<file path="src/rtl/pc_fetch_queue.sv">
// pc_fetch_queue: program counter and fetch stage with a DEPTH-entry prefetch
// queue in front of decode. Redirects flush the queue and restart fetch.
`default_nettype none

module pc_fetch_queue #(
  parameter int unsigned    AW       = 8,
  parameter int unsigned    IW       = 20,
  parameter int unsigned    DEPTH    = 4,
  parameter logic [AW-1:0]  RESET_PC = '0
) (
  input  logic                         clk,
  input  logic                         reset,
  input  logic                         redirect_valid,
  input  logic [AW-1:0]                redirect_pc,
  output logic                         mem_en,
  output logic [AW-1:0]                mem_addr,
  input  logic [IW-1:0]                mem_rdata,
  output logic                         ins_valid,
  output logic [IW-1:0]                ins,
  output logic [AW-1:0]                ins_pc,
  input  logic                         ins_ready,
  output logic [$clog2(DEPTH+1)-1:0]   q_count
);

  localparam int unsigned CW = $clog2(DEPTH + 1);
  localparam int unsigned PW = $clog2(DEPTH);

  logic [AW-1:0] pc_q, pc_d;
  logic [AW-1:0] req_pc_q, req_pc_d;
  logic          inflight_q, inflight_d;
  logic          kill_q, kill_d;
  logic [PW-1:0] rd_ptr_q, rd_ptr_d;
  logic [PW-1:0] wr_ptr_q, wr_ptr_d;
  logic [CW-1:0] count_q, count_d;
  logic [IW-1:0] instr_q [DEPTH];
  logic [AW-1:0] ipc_q   [DEPTH];

  logic          issue;
  logic          push;
  logic          pop;
  logic [CW:0]   occupancy;

  // Outstanding request is reserved a slot, so the queue can never overflow.
  assign occupancy = {1'b0, count_q} + (CW+1)'(inflight_q);
  assign issue     = !reset && !redirect_valid && (occupancy < (CW+1)'(DEPTH));
  assign push      = inflight_q && !kill_q && !redirect_valid;
  assign ins_valid = (count_q != '0);
  assign pop       = ins_valid && ins_ready && !redirect_valid;

  assign mem_en    = issue;
  assign mem_addr  = pc_q;
  assign q_count   = count_q;
  assign ins       = ins_valid ? instr_q[rd_ptr_q] : '0;
  assign ins_pc    = ins_valid ? ipc_q[rd_ptr_q]   : '0;

  always_comb begin
    pc_d       = pc_q;
    req_pc_d   = req_pc_q;
    inflight_d = issue;
    kill_d     = 1'b0;
    rd_ptr_d   = rd_ptr_q;
    wr_ptr_d   = wr_ptr_q;
    count_d    = count_q;
    if (redirect_valid) begin
      pc_d     = redirect_pc;
      kill_d   = inflight_q;
      count_d  = '0;
      rd_ptr_d = wr_ptr_q;
    end else begin
      if (issue) begin
        req_pc_d = pc_q;
        pc_d     = pc_q + AW'(1);
      end
      if (push) begin
        wr_ptr_d = wr_ptr_q + PW'(1);
      end
      if (pop) begin
        rd_ptr_d = rd_ptr_q + PW'(1);
      end
      if (push && !pop) begin
        count_d = count_q + CW'(1);
      end else if (!push && pop) begin
        count_d = count_q - CW'(1);
      end
    end
  end

  always_ff @(posedge clk or posedge reset) begin
    if (reset) begin
      pc_q       <= RESET_PC;
      req_pc_q   <= '0;
      inflight_q <= 1'b0;
      kill_q     <= 1'b0;
      rd_ptr_q   <= '0;
      wr_ptr_q   <= '0;
      count_q    <= '0;
    end else begin
      pc_q       <= pc_d;
      req_pc_q   <= req_pc_d;
      inflight_q <= inflight_d;
      kill_q     <= kill_d;
      rd_ptr_q   <= rd_ptr_d;
      wr_ptr_q   <= wr_ptr_d;
      count_q    <= count_d;
    end
  end

  always_ff @(posedge clk or posedge reset) begin
    if (reset) begin
      for (int i = 0; i < int'(DEPTH); i++) begin
        instr_q[i] <= '0;
        ipc_q[i]   <= '0;
      end
    end else if (push) begin
      instr_q[wr_ptr_q] <= mem_rdata;
      ipc_q[wr_ptr_q]   <= req_pc_q;
    end
  end

endmodule

`default_nettype wire

</file>
<file path="config.mk">
export PLATFORM = sky130hd
export DESIGN_NAME = pc_fetch_queue
export DESIGN_NICKNAME = d
export VERILOG_FILES = /design/src/rtl/pc_fetch_queue.sv
export SDC_FILE = /design/constraint.sdc
export NUM_CORES = 1
export LEC_CHECK = 0
export CORE_AREA = 2 2 121 123
export DETAILED_ROUTE_END_ITERATION = 12
export DIE_AREA = 0 0 123 125
export PLACE_DENSITY = 0.74
export SLEW_MARGIN = 20
export SYNTH_ARGS = -nofsm -noshare
export SYNTH_HDL_FRONTEND = slang
export SYNTH_SLANG_ARGS = --single-unit
</file>
<file path="constraint.sdc">
create_clock -name clk -period 6.2 [get_ports clk]
set_input_delay 1.86 -clock clk [delete_from_list [all_inputs] [get_ports clk]]
set_output_delay 1.86 -clock clk [all_outputs]
set_load 0.03 [all_outputs]
</file>
==> results of run 1 <==
Yosys cell counts:
cell | count | area [µm²]
and2_1 | 34 | 213
dfrtp_1 | 137 | 3430
xor2_1 | 4 | 35.0
a221o_1 | 2 | 20.0
nor2b_1 | 1 | 6.26
mux2_2 | 32 | 360
buf_4 | 1 | 7.51
a22oi_1 | 2 | 15.0
buf_2 | 4 | 20.0
nor3_1 | 2 | 10.0
nor4_1 | 1 | 6.26
mux4_2 | 28 | 631
o311ai_0 | 2 | 17.5
nand2_1 | 34 | 128
o21ai_0 | 8 | 40.0
or3_1 | 1 | 6.26
a32oi_1 | 2 | 17.5
fa_1 | 1 | 20.0
nand3b_2 | 1 | 11.3
a21oi_1 | 2 | 10.0
ha_1 | 5 | 62.6
a21o_1 | 1 | 7.51
nor4b_1 | 1 | 8.76
o31a_1 | 1 | 8.76
nand2b_1 | 2 | 12.5
and3_1 | 2 | 12.5
inv_1 | 8 | 30.0
nand3_1 | 5 | 25.0
a31oi_1 | 3 | 18.8
buf_12 | 8 | 160
mux2_4 | 80 | 1200
buf_6 | 5 | 56.3
a311o_1 | 1 | 10.0
nor3b_4 | 1 | 18.8
o31ai_1 | 2 | 15.0
xnor2_1 | 5 | 43.8
inv_2 | 1 | 3.75
a2bb2oi_1 | 1 | 8.76
clkbuf_1 | 8 | 30.0
nor2_1 | 6 | 22.5
state kept, by name, indices dropped and copies added, names as in the netlist:
signal / flops
instr_q: 80
ipc_q: 32
mem_addr: 8
req_pc_q: 8
q_count: 3
rd_ptr_q: 2
wr_ptr_q: 2
inflight_q: 1
kill_q: 1
per-stage QoR:
step / cells / utilization, % / setup slack [ns] / hold slack, ns
after floorplan: 445 / - / 0.672 / 0.475
after global placement: 680 / 52.7 / 0.629 / 0.483
after detailed placement: 680 / 52.7 / 0.568 / 0.489
after CTS: 709 / 56.4 / 0.561 / 0.503
after global routing: 709 / 56.4 / 0.442 / 0.522
final: 709 / 56.4 / 0.564 / 0.499
worst register-to-register path, delay by kind of cell, from the launching register on:
kind | cells | cell delay, ns
AO/OA/AOI/OAI | 3 | 0.49
XOR/XNOR | 1 | 0.12
adder cells (fa/ha/maj) | 1 | 0.41
flip-flops | 1 | 0.51
AND/OR/NAND/NOR | 2 | 0.70
routing by layer:
metal	wire, µm	GRT usage, %	part of all wire [%]
met5	0	0	0
met4	114	5.08	0.85
met3	691	6.16	5.2
met1	6220	26.3	47
met2	6350	29.3	47
layout make-up:
type,instances,area share (%)
tap,184,2.87
timing repair buffer,77,9.47
inverter,9,0.484
clock buffer,26,6.36
sequential,137,42.8
multi-input combinational,273,37.8
clock inverter,3,0.187
cell families (layout without fill, tap and decap cells):
family	Yosys count	count (layout)	share of synthesized area (%)
and+or+nand+nor	91	91	7.11
adders and majority gates	6	6	1.22
xor gates and xnor gates	9	9	1.17
buffers and inverters	35	115	4.55
DFF	137	137	50.7
muxes	140	140	32.4
AOI/OAI and AO/OA	27	27	2.80
cell usage in the layout (no fill, tap or decap), types with 3 or more instances in the layout:
| cell | instances |
|---|---|
| clkdlybuf4s50_1 | 72 |
| o21ai_0 | 8 |
| nand3_1 | 5 |
| clkbuf_1 | 4 |
| clkinv_2 | 3 |
| mux2_2 | 32 |
| nand2_1 | 34 |
| nor2_1 | 6 |
| ha_1 | 5 |
| mux2_4 | 80 |
| and2_1 | 30 |
| clkbuf_8 | 5 |
| and2_2 | 4 |
| buf_4 | 5 |
| dfrtp_1 | 136 |
| inv_1 | 7 |
| clkbuf_16 | 17 |
| mux4_2 | 28 |
| xnor2_1 | 5 |
| xor2_1 | 4 |
| a31oi_1 | 3 |
worst min-delay path by stage:
stage / start / end / slack, ns / cells past startpoint
after CTS: instr_q[32] / instr_q[32] / 0.50 / 1
final: instr_q[34] / instr_q[34] / 0.50 / 1
after floorplan: instr_q[31] / instr_q[31] / 0.48 / 1
after detailed placement: instr_q[21] / instr_q[21] / 0.49 / 1
after global placement: instr_q[35] / instr_q[35] / 0.48 / 1
after global routing: instr_q[35] / instr_q[35] / 0.52 / 1
power groups by stage:
stage	Clock [mW]	Combinational [mW]	Sequential (mW)
5_1_grt	0.966	1.89	1.64
2_1_floorplan	0	1.35	1.48
3_5_place_dp	0	1.78	1.59
4_1_cts	0.923	1.79	1.59
3_3_place_gp	0	1.74	1.56
6_report	0.901	1.77	1.58
==> metrics.sh, run 1 <==
RUN_STATUS='finished clean'
SWITCHING_POWER_mW=1.40
SYNTH-WARNING-COUNT=0
CTSHTREEMAXLEVEL=4
DETAILED_PLACE.AREA_UM2=7480
SETUP_VIOL=0
DIE_HEIGHT_UM=125
FILLERS=1106
MULTI_INPUT_COMB_AREA_UM2=3030
TIMING.CRITICAL_PATH.MAX_DELAY_FAMILY='buffers and inverters'
DETAIL_ROUTE.ITER0.VIOLATIONS=302
IR_DROP_mV=0.373
TIMING_WORST_SETUP_PATH_TYPE='primary input to primary output'
CP_SLOWEST_CELL='clkdlybuf4s50_1'
LAYOUT-DRIVE-GT1-SHARE_PCT=34.1
GRT_OVERFLOW_TOTAL=0
WORST_SETUP_PATH_END_KIND='primary output'
SYN-MEAN-INSTANCE-AREA_UM2=15.2
ROUTED_VIA_DENSITY=5.40
FINALWORSTPATHREQUIREDPERIOD_NS=5.64
MAX_SLEW.WORST_PIN.SLEW_NS=1.04
SYN-INSTANCE-COUNT=445
DR_DRC_COUNT=0
FINALWIRELENGTH_MM=13.4
CLOCK-SINKS=137
SLOWEST_DELAY_NS=0.72
RR_ENDPOINT='q_count[2]'
SEQ_POWER_SHARE_PCT=37.3
REG2REG_SLACK_NS=3.85
INSERTEDDIODECOUNT=0
MAX_CLOCK_FREQ_GHz=0.177
FLOORPLAN.IO_PINS=73
SKEW_NS=0.00688
TIMING_HOLD_VIOLATIONS_FINAL=0
P_CLK_SHARE_PCT=21.2
FINALMAXSLEWVIOLATIONS=0
SYN_NETS=483
GRT.TOTAL_USAGE_PCT=19.1
SYNTHESIS.AREA_UM2=6760
POST_CTS.REPAIR.SETUP_BUFFERS=0
DIE_X_UM=123
CTSROOTBUFFERMASTER='clkbuf_16'
STDCELL_AREA_UM2=8010
POWERDENSITY_nW_PER_UM2=531
INTERNAL_POWER_mW=2.86
WORSTSETUPENDPOINT='mem_en'
PATH_DEPTH=5
GRT_ANTENNA_BEFORE_REPAIR=0
LEAKAGEPOWER_nW=3.52
FIN_NETS=553
BUFFERS_AND_INVERTERS_ON_THE_WORST_PATH=3
CRIT_PATH_CELL_TRACE='clkdlybuf4s50_1 -> nor2_1 -> nand3b_2 -> inv_2 -> clkdlybuf4s50_1'
ARRIVAL_NS=3.78
ROUTABILITYCONGESTION=0.821
DR_TOTAL_VIAS=3832
DRV_CAP=0
SETUP.WORST_PATH.START_CLASS='primary input'
GRT_PASS1_VIAS=4294
WORST-PATH-MAX-FANOUT=13
INITIAL_UTILIZATION_PCT=47.6
SWSHARE_PCT=32.8
YS_SEQ_ELEMENTS=137
SETUP-TNS-FINAL_NS=0
TRITONCTS='yes'
RR_STARTPOINT='q_count[2]'
TOTALPOWERFINAL_mW=4.25
CLK-INSERTION-DELAY-LATE_NS=0.41
CLK_TRANSITION_REPORTED_PATHS_NS=0.05
MIN_PERIOD_OVER_PERIOD_PCT=90.9
WORST_SLEW_MARGIN_REL_PCT=30.6
TRITONCTS.NUM_BUFFERS=17
PORT_BUFFERS=72
ANT_NETS=0
DRT_PASS1_ITERATIONS=4
AREA.SEQUENTIAL_UM2=3430
POST_CTS_RESIZE_COUNT=0
WIRE_PER_INST_UM=18.9
DIEAREA_UM2=15400
DPL.HPWL_MM=7.95
STD_CELL_ROWS=44
CORE_REGION_AREA_UM2=14200
TIMING.REG2REG.WORST_PATH_DEPTH=7
GRT_SETUP_UNREPAIRED='false'
GRT_FIRST_PASS_WIRELENGTH_MM=22.6
POST_SYNTH_NUM_CELL_TYPES=40
WORST_HOLD_PATH_TYPE='register to register'
LARGEST_NET_DEGREE_AT_THE_START_OF_GLOBAL_ROUTING=100
COMBPWRFRAC_PCT=41.6
REQUIRED_TIME_REPORTED_FOR_THE_CRITICAL_PATH_ENDPOINT_NS=4.34
CRITICAL_PATH.MOST_COMMON_CELL='clkdlybuf4s50_1'
BUFFER_DEPTH_OF_THE_LONGEST_CLOCK_PATH=2
SYN_TO_FINAL_GROWTH_PCT=18.5
SYNTH_SEQUENTIAL_AREA_RATIO_PCT=50.7
TIMING.CRITICAL_PATH.FROM='reset'
HOLDBUFCOUNTCTS=0
Note: power is estimated with default switching activity, not from simulation.
==> run 2, diff against run 1 <==
--- a/config.mk
+++ b/config.mk
@@ -8,6 +8,7 @@
 export CORE_AREA = 2 2 121 123
 export DETAILED_ROUTE_END_ITERATION = 12
 export DIE_AREA = 0 0 123 125
+export GPL_TIMING_DRIVEN = 0
 export PLACE_DENSITY = 0.74
 export SLEW_MARGIN = 20
 export SYNTH_ARGS = -nofsm -noshare
==> metrics.sh, run 2 (synthesis gave the netlist of run 1 again) <==
RUN_STATUS='finished clean'
SETUP-TNS-FINAL_NS=0  # unchanged
GRT.TOTAL_USAGE_PCT=19.5  # +0.37 points
SETUP_VIOL=0  # unchanged
SYN_TO_FINAL_GROWTH_PCT=23.2
IR_DROP_mV=0.308  # -17%
MET2_USAGE_PCT=31.1  # +1.8 points
FILLERS=1091  # -1.4%
FINALWORSTPATHREQUIREDPERIOD_NS=5.85  # +0.217 ns
MAX_SLEW.WORST_PIN.SLEW_NS=0.702  # -0.339 ns
GRT_ANTENNA_BEFORE_REPAIR=0  # unchanged
WORST-PATH-MAX-FANOUT=11  # -2
SKEW_NS=0.00910  # +0.00221 ns
MAX_CLOCK_FREQ_GHz=0.171  # -3.7%
GRT_SETUP_UNREPAIRED='false'
DIE_HEIGHT_UM=125  # unchanged
PORT_BUFFERS=71  # -1.4%
DETAILED_PLACE.AREA_UM2=7730  # +3.3%
TRITONCTS.NUM_BUFFERS=17  # unchanged
FLOORPLAN.IO_PINS=73  # unchanged
DR_DRC_COUNT=0  # unchanged
DR_TOTAL_VIAS=3959  # +3.3%
STD_CELL_ROWS=44  # unchanged
WORST_HOLD_PATH_TYPE='register to register'
STDCELL_AREA_UM2=8320  # +3.9%
MIN_PERIOD_OVER_PERIOD_PCT=94.4  # +3.5 points
DRV_CAP=0  # unchanged
CORE_REGION_AREA_UM2=14200  # unchanged
DRT_PASS1_ITERATIONS=4  # unchanged
LEAKAGEPOWER_nW=3.65  # +3.9%
GRT_FIRST_PASS_WIRELENGTH_MM=23.0  # +1.8%
TIMING_HOLD_VIOLATIONS_FINAL=0  # unchanged
CLK-INSERTION-DELAY-LATE_NS=0.42  # about the same
DPL.HPWL_MM=9.04  # +14%
TIMING_WORST_SETUP_PATH_TYPE='primary input to primary output'
GROUTE.LAYER.MET1.USAGE_PCT=26.1  # -0.21 points
INSERTEDDIODECOUNT=0  # unchanged
FINALWIRELENGTH_MM=14.0  # +4.5%
PLACE_INST=701  # +3.1%
WORST_SLEW_MARGIN_REL_PCT=53.2  # +23 points
LARGEST_NET_DEGREE_AT_THE_START_OF_GLOBAL_ROUTING=71  # -29%
ROUTABILITYCONGESTION=0.811  # -1.2%
DETAIL_ROUTE.ITER0.VIOLATIONS=240  # -21%
GRT_OVERFLOW_TOTAL=0  # unchanged
WORST_SETUP_PATH_END_KIND='primary output'
LAYOUT.CELLS.MOST_COMMON='dfrtp_1'
TRITONCTS='yes'
ARRIVAL_NS=3.99  # +0.21 ns
TIMING.REG2REG.WORST_PATH_DEPTH=7  # unchanged
SETUP.WORST_PATH.START_CLASS='primary input'
LAYOUT_TOP_REGISTERS='instr_q: 80 flops, ipc_q: 32 flops'
POST_CTS.REPAIR.SETUP_BUFFERS=0  # unchanged
CTSHTREEMAXLEVEL=4  # unchanged
FIN_NETS=574  # +3.8%
CTSROOTBUFFERMASTER='clkbuf_16'
ROUTED_VIA_DENSITY=5.40  # about the same
GRT_USE_MET3_PCT=6.11  # -0.046 points
DIE_X_UM=123  # unchanged
BUFFER_DEPTH_OF_THE_LONGEST_CLOCK_PATH=2  # unchanged
WIRE_PER_INST_UM=19.1  # +1.1%
ANT_NETS=0  # unchanged
LAYOUT_COMMON_CELLS='137 x dfrtp_1, 80 x mux2_4, 71 x clkdlybuf4s50_1, 34 x and2_1, 34 x nand2_1'
HOLD_DEPTH=1  # unchanged
DIEAREA_UM2=15400  # unchanged
REGMOSTFLOPS='instr_q'
INSTANCES_NO_FILL=733  # +3.4%
CLOCK-SINKS=137  # unchanged
GRT_PASS1_VIAS=4262  # -0.75%
INITIAL_UTILIZATION_PCT=47.6  # unchanged
REG2REG_SLACK_NS=3.89  # +0.04 ns
POST_CTS_RESIZE_COUNT=0  # unchanged
GLOBAL_ROUTE.PEAK_USAGE_LAYER='met2'
FINALMAXSLEWVIOLATIONS=0  # unchanged
LAYOUT-DRIVE-GT1-SHARE_PCT=35.2  # +1.1 points
NUMBER_OF_FLIP_FLOPS_IN_THE_LARGEST_REGISTER=80  # unchanged
POWERDENSITY_nW_PER_UM2=528  # -0.56%
CLK_TRANSITION_REPORTED_PATHS_NS=0.05  # about the same
REQUIRED_TIME_REPORTED_FOR_THE_CRITICAL_PATH_ENDPOINT_NS=4.34  # about the same
HOLDBUFCOUNTCTS=0  # unchanged
## run 2: where the power goes
part           switching, mW  internal (mW)
combinational          0.820           1.05
clock                  0.370          0.625
sequential             0.255           1.28
total                   1.44           2.95
## run 2: area by class of cell
class	count	area, µm²	area share, %
Inverter	9	41.3	0.496
Multi-Input combinational cell	273	3020	36.3
Sequential cell	137	3430	41.2
Timing Repair Buffer	72	738	8.87
Tap cell	184	230	2.77
Clock inverter	6	60.1	0.721
Buffer	26	274	3.29
Clock buffer	26	529	6.36
## run 2: final timing paths
path / startpoint / to
setup / recovery: reset / mem_en
hold / removal: instr_q[15] / instr_q[15]
setup reg to reg: q_count[0] / q_count[2]
hold reg to reg: instr_q[15] / instr_q[15]
max in group asynchronous: reset / instr_q[79]
min in group asynchronous: reset / mem_addr[0]
## run 2: metal layers
metal / vias up / share of wire [%]
met2: 90 / 50
met1: 2086 / 45
met3: 9 / 4.4
li1: 1774 / -
met5: - / 0
met4: 0 / 0.71
## run 2: critical path, cell delays in order
cell	delay [ns]
clkdlybuf4s50_1	0.51
nor2_1	0.38
nand3b_2	0.22
inv_2	0.14
buf_4	0.19
clkdlybuf4s50_1	0.69
## run 2: through the flow
stage | hold WS [ns] | util (%) | setup WS, ns | power [mW]
2_1_floorplan | 0.475 | - | 0.672 | 2.83
3_3_place_gp | 0.484 | 54.2 | -0.964 | 3.34
3_5_place_dp | 0.492 | 54.5 | 0.346 | 3.42
4_1_cts | 0.505 | 58.6 | 0.348 | 4.44
5_1_grt | 0.516 | 58.6 | 0.234 | 4.63
6_report | 0.502 | 58.6 | 0.347 | 4.40
==> run 3, diff against run 2 <==
--- a/config.mk
+++ b/config.mk
@@ -9,7 +9,7 @@
 export DETAILED_ROUTE_END_ITERATION = 12
 export DIE_AREA = 0 0 123 125
 export GPL_TIMING_DRIVEN = 0
-export PLACE_DENSITY = 0.74
+export PLACE_DENSITY = 0.7
 export SLEW_MARGIN = 20
 export SYNTH_ARGS = -nofsm -noshare
 export SYNTH_HDL_FRONTEND = slang
==> constraint.sdc (replaced) <==
create_clock -name clk -period 5.5 [get_ports clk]
set_input_delay 1.65 -clock clk [delete_from_list [all_inputs] [get_ports clk]]
set_output_delay 1.65 -clock clk [all_outputs]
set_load 0.03 [all_outputs]
==> metrics.sh, run 3 (synthesis gave the netlist of run 1 again) <==
RUN_STATUS='finished clean'
BUFFER_DEPTH_OF_THE_LONGEST_CLOCK_PATH=2  # unchanged
GROUTE.LAYER.MET1.USAGE_PCT=27.6  # +1.5 points
REGMOSTFLOPS='instr_q'
GLOBAL_ROUTE.PEAK_USAGE_LAYER='met2'
GRT_ANTENNA_BEFORE_REPAIR=0  # unchanged
POWERDENSITY_nW_PER_UM2=594  # +12%
CTSROOTBUFFERMASTER='clkbuf_16'
DRV_CAP=0  # unchanged
DIE_HEIGHT_UM=125  # unchanged
P_CLK_SHARE_PCT=22.3  # -0.3 points
FINALMAXSLEWVIOLATIONS=0  # unchanged
GRT_USE_MET3_PCT=5.61  # -0.50 points
FINALWORSTPATHREQUIREDPERIOD_NS=5.32
DIEAREA_UM2=15400  # unchanged
FLOORPLAN.IO_PINS=73  # unchanged
CTSHTREEMAXLEVEL=4  # unchanged
CLK_TRANSITION_REPORTED_PATHS_NS=0.05  # about the same
CRIT_PATH_CELL_TRACE='clkdlybuf4s50_1 -> nor2_2 -> nand3b_2 -> inv_2 -> buf_4 -> clkdlybuf4s50_1'
ROUTED_VIA_DENSITY=5.35  # -0.87%
TIMING_HOLD_VIOLATIONS_FINAL=0  # unchanged
WIRE_PER_INST_UM=18.7  # -2.1%
ARRIVAL_NS=3.67  # -0.32 ns
COMBPWRFRAC_PCT=42.8  # +0.3 points
FILLERS=1117  # +2.4%
PORT_BUFFERS=71  # unchanged
DETAIL_ROUTE.ITER0.VIOLATIONS=207  # -14%
MAX_SLEW.WORST_PIN.SLEW_NS=0.730  # +0.0277 ns
SETUP.WORST_PATH.START_CLASS='primary input'
TIMING.CRITICAL_PATH.MAX_DELAY_FAMILY='buffers and inverters'
HOLDBUFCOUNTCTS=0  # unchanged
WORST_SLEW_MARGIN_REL_PCT=51.3  # -1.8 points
TRITONCTS='yes'
MET2_USAGE_PCT=30.2  # -0.88 points
SETUP_VIOL=0  # unchanged
INITIAL_UTILIZATION_PCT=47.6  # unchanged
CORE_REGION_AREA_UM2=14200  # unchanged
STD_CELL_ROWS=44  # unchanged
CLK-INSERTION-DELAY-LATE_NS=0.42  # about the same
FINALWIRELENGTH_MM=13.6  # -2.6%
REQUIRED_TIME_REPORTED_FOR_THE_CRITICAL_PATH_ENDPOINT_NS=3.85  # -0.49 ns
SKEW_NS=0.00598  # -0.00311 ns
GRT.TOTAL_USAGE_PCT=19.6  # +0.13 points
FIN_NETS=574  # unchanged
DPL.HPWL_MM=8.75  # -3.2%
SWITCHING_POWER_mW=1.60  # +11%
MAX_CLOCK_FREQ_GHz=0.188
MIN_PERIOD_OVER_PERIOD_PCT=96.7
WORST_SETUP_PATH_END_KIND='primary output'
LAYOUT_COMMON_CELLS='137 x dfrtp_1, 80 x mux2_4, 71 x clkdlybuf4s50_1, 34 x and2_1, 34 x nand2_1'
DRT_PASS1_ITERATIONS=4  # unchanged
GRT_FIRST_PASS_WIRELENGTH_MM=22.9  # -0.42%
TRITONCTS.NUM_BUFFERS=17  # unchanged
INTERNAL_POWER_mW=3.33  # +13%
NUMBER_OF_FLIP_FLOPS_IN_THE_LARGEST_REGISTER=80  # unchanged
DIE_X_UM=123  # unchanged
INSTANCES_NO_FILL=729  # -0.55%
DR_TOTAL_VIAS=3903  # -1.4%
MULTI_INPUT_COMB_AREA_UM2=3030  # about the same
GRT_PASS1_VIAS=4248  # -0.33%
GRT_SETUP_UNREPAIRED='false'
GRT_OVERFLOW_TOTAL=0  # unchanged
SETUP-TNS-FINAL_NS=0  # unchanged
LAYOUT.CELLS.MOST_COMMON='dfrtp_1'
SWSHARE_PCT=32.4  # -0.43 points
SLOWEST_DELAY_NS=0.69  # about the same
WORST_HOLD_PATH_TYPE='register to register'
SYN_TO_FINAL_GROWTH_PCT=22.8
PLACE_INST=701  # unchanged
ANT_NETS=0  # unchanged
LAYOUT.CORE_UTILIZATION_PCT=58.4  # -0.19 points
LAYOUT_TOP_REGISTERS='instr_q: 80 flops, ipc_q: 32 flops'
INSERTEDDIODECOUNT=0  # unchanged
BUFFERS_AND_INVERTERS_ON_THE_WORST_PATH=4  # unchanged
TIMING_WORST_SETUP_PATH_TYPE='primary input to primary output'
DR_DRC_COUNT=0  # unchanged
CRITICAL_PATH.MOST_COMMON_CELL='clkdlybuf4s50_1'
LEAKAGEPOWER_nW=3.64  # -0.36%
IR_DROP_mV=0.374  # +21%
AREA.SEQUENTIAL_UM2=3430  # unchanged
LAYOUT-DRIVE-GT1-SHARE_PCT=34.5  # -0.66 points
ROUTABILITYCONGESTION=0.819  # +1.0%
LARGEST_NET_DEGREE_AT_THE_START_OF_GLOBAL_ROUTING=96  # +35%
SEQ_POWER_SHARE_PCT=34.9  # about the same
CP_SLOWEST_CELL='clkdlybuf4s50_1'
CLOCK-SINKS=137  # unchanged
WORST-PATH-MAX-FANOUT=11  # unchanged
==> run 3: cell types whose count changed in the layout (fill, tap and decap cells not counted) <==
cell | before | now
bufinv_16 | 1 | 2
clkbuf_1 | 10 | 12
clkbuf_8 | 7 | 4
clkinv_2 | 3 | 1
clkinvlp_4 | 2 | 0
nor2_1 | 6 | 5
nor2_2 | 0 | 1
==> run 3: what timing repair did <==
| action | CTS | global route |
|---|---|---|
| buffers inserted | 0 | 0 |
| gates resized for setup | 0 | 1 |
| endpoints found under the setup margin | 0 | 1 |
==> run 3: power by group through the flow <==
| stage | combinational (mW) | sequential (mW) | clock [mW] |
|---|---|---|---|
| 4_1_cts | 2.14 | 1.72 | 1.12 |
| 3_3_place_gp | 2.08 | 1.70 | 0 |
| 5_1_grt | 2.26 | 1.78 | 1.18 |
| 6_report | 2.11 | 1.72 | 1.10 |
| 2_1_floorplan | 1.52 | 1.67 | 0 |
| 3_5_place_dp | 2.13 | 1.72 | 0 |
==> run 3: metrics by stage <==
step	hold WS, ns	worst slack [ns]	power (mW)	area (µm²)
after global routing	0.513	0.0854	5.22	8300
after CTS	0.503	0.0503	4.98	8300
after global placement	0.483	-1.50	3.78	7700
final	0.501	0.182	4.93	8300
after floorplan	0.475	0.182	3.19	6760
after detailed placement	0.489	0.0620	3.85	7730
==> run 3: worst paths after layout <==
check | from | endpoint | slack (ns) | cells after the start
setup reg to reg | q_count[2] | q_count[2] | 3.19 | 7
min in group asynchronous | reset | inflight_q | 1.67 | 2
setup / recovery | reset | mem_en | 0.18 | 6
hold reg to reg | instr_q[35] | instr_q[35] | 0.50 | 1
max in group asynchronous | reset | instr_q[3] | 3.06 | 3
hold / removal | instr_q[35] | instr_q[35] | 0.50 | 1
==> run 3: routing by layer <==
metal | part of all wire (%) | vias up
met5 | 0 | -
li1 | - | 1770
met3 | 4.0 | 10
met4 | 0.82 | 0
met2 | 49 | 76
met1 | 47 | 2047
==> run 3: final cells by class <==
| type | instances | area share (%) |
|---|---|---|
| Sequential cell | 137 | 41.3 |
| Multi-Input combinational cell | 273 | 36.5 |
| Timing Repair Buffer | 72 | 8.90 |
| Clock buffer | 25 | 5.97 |
| Buffer | 26 | 3.30 |
| Tap cell | 184 | 2.77 |
| Clock inverter | 3 | 0.784 |
| Inverter | 9 | 0.498 |
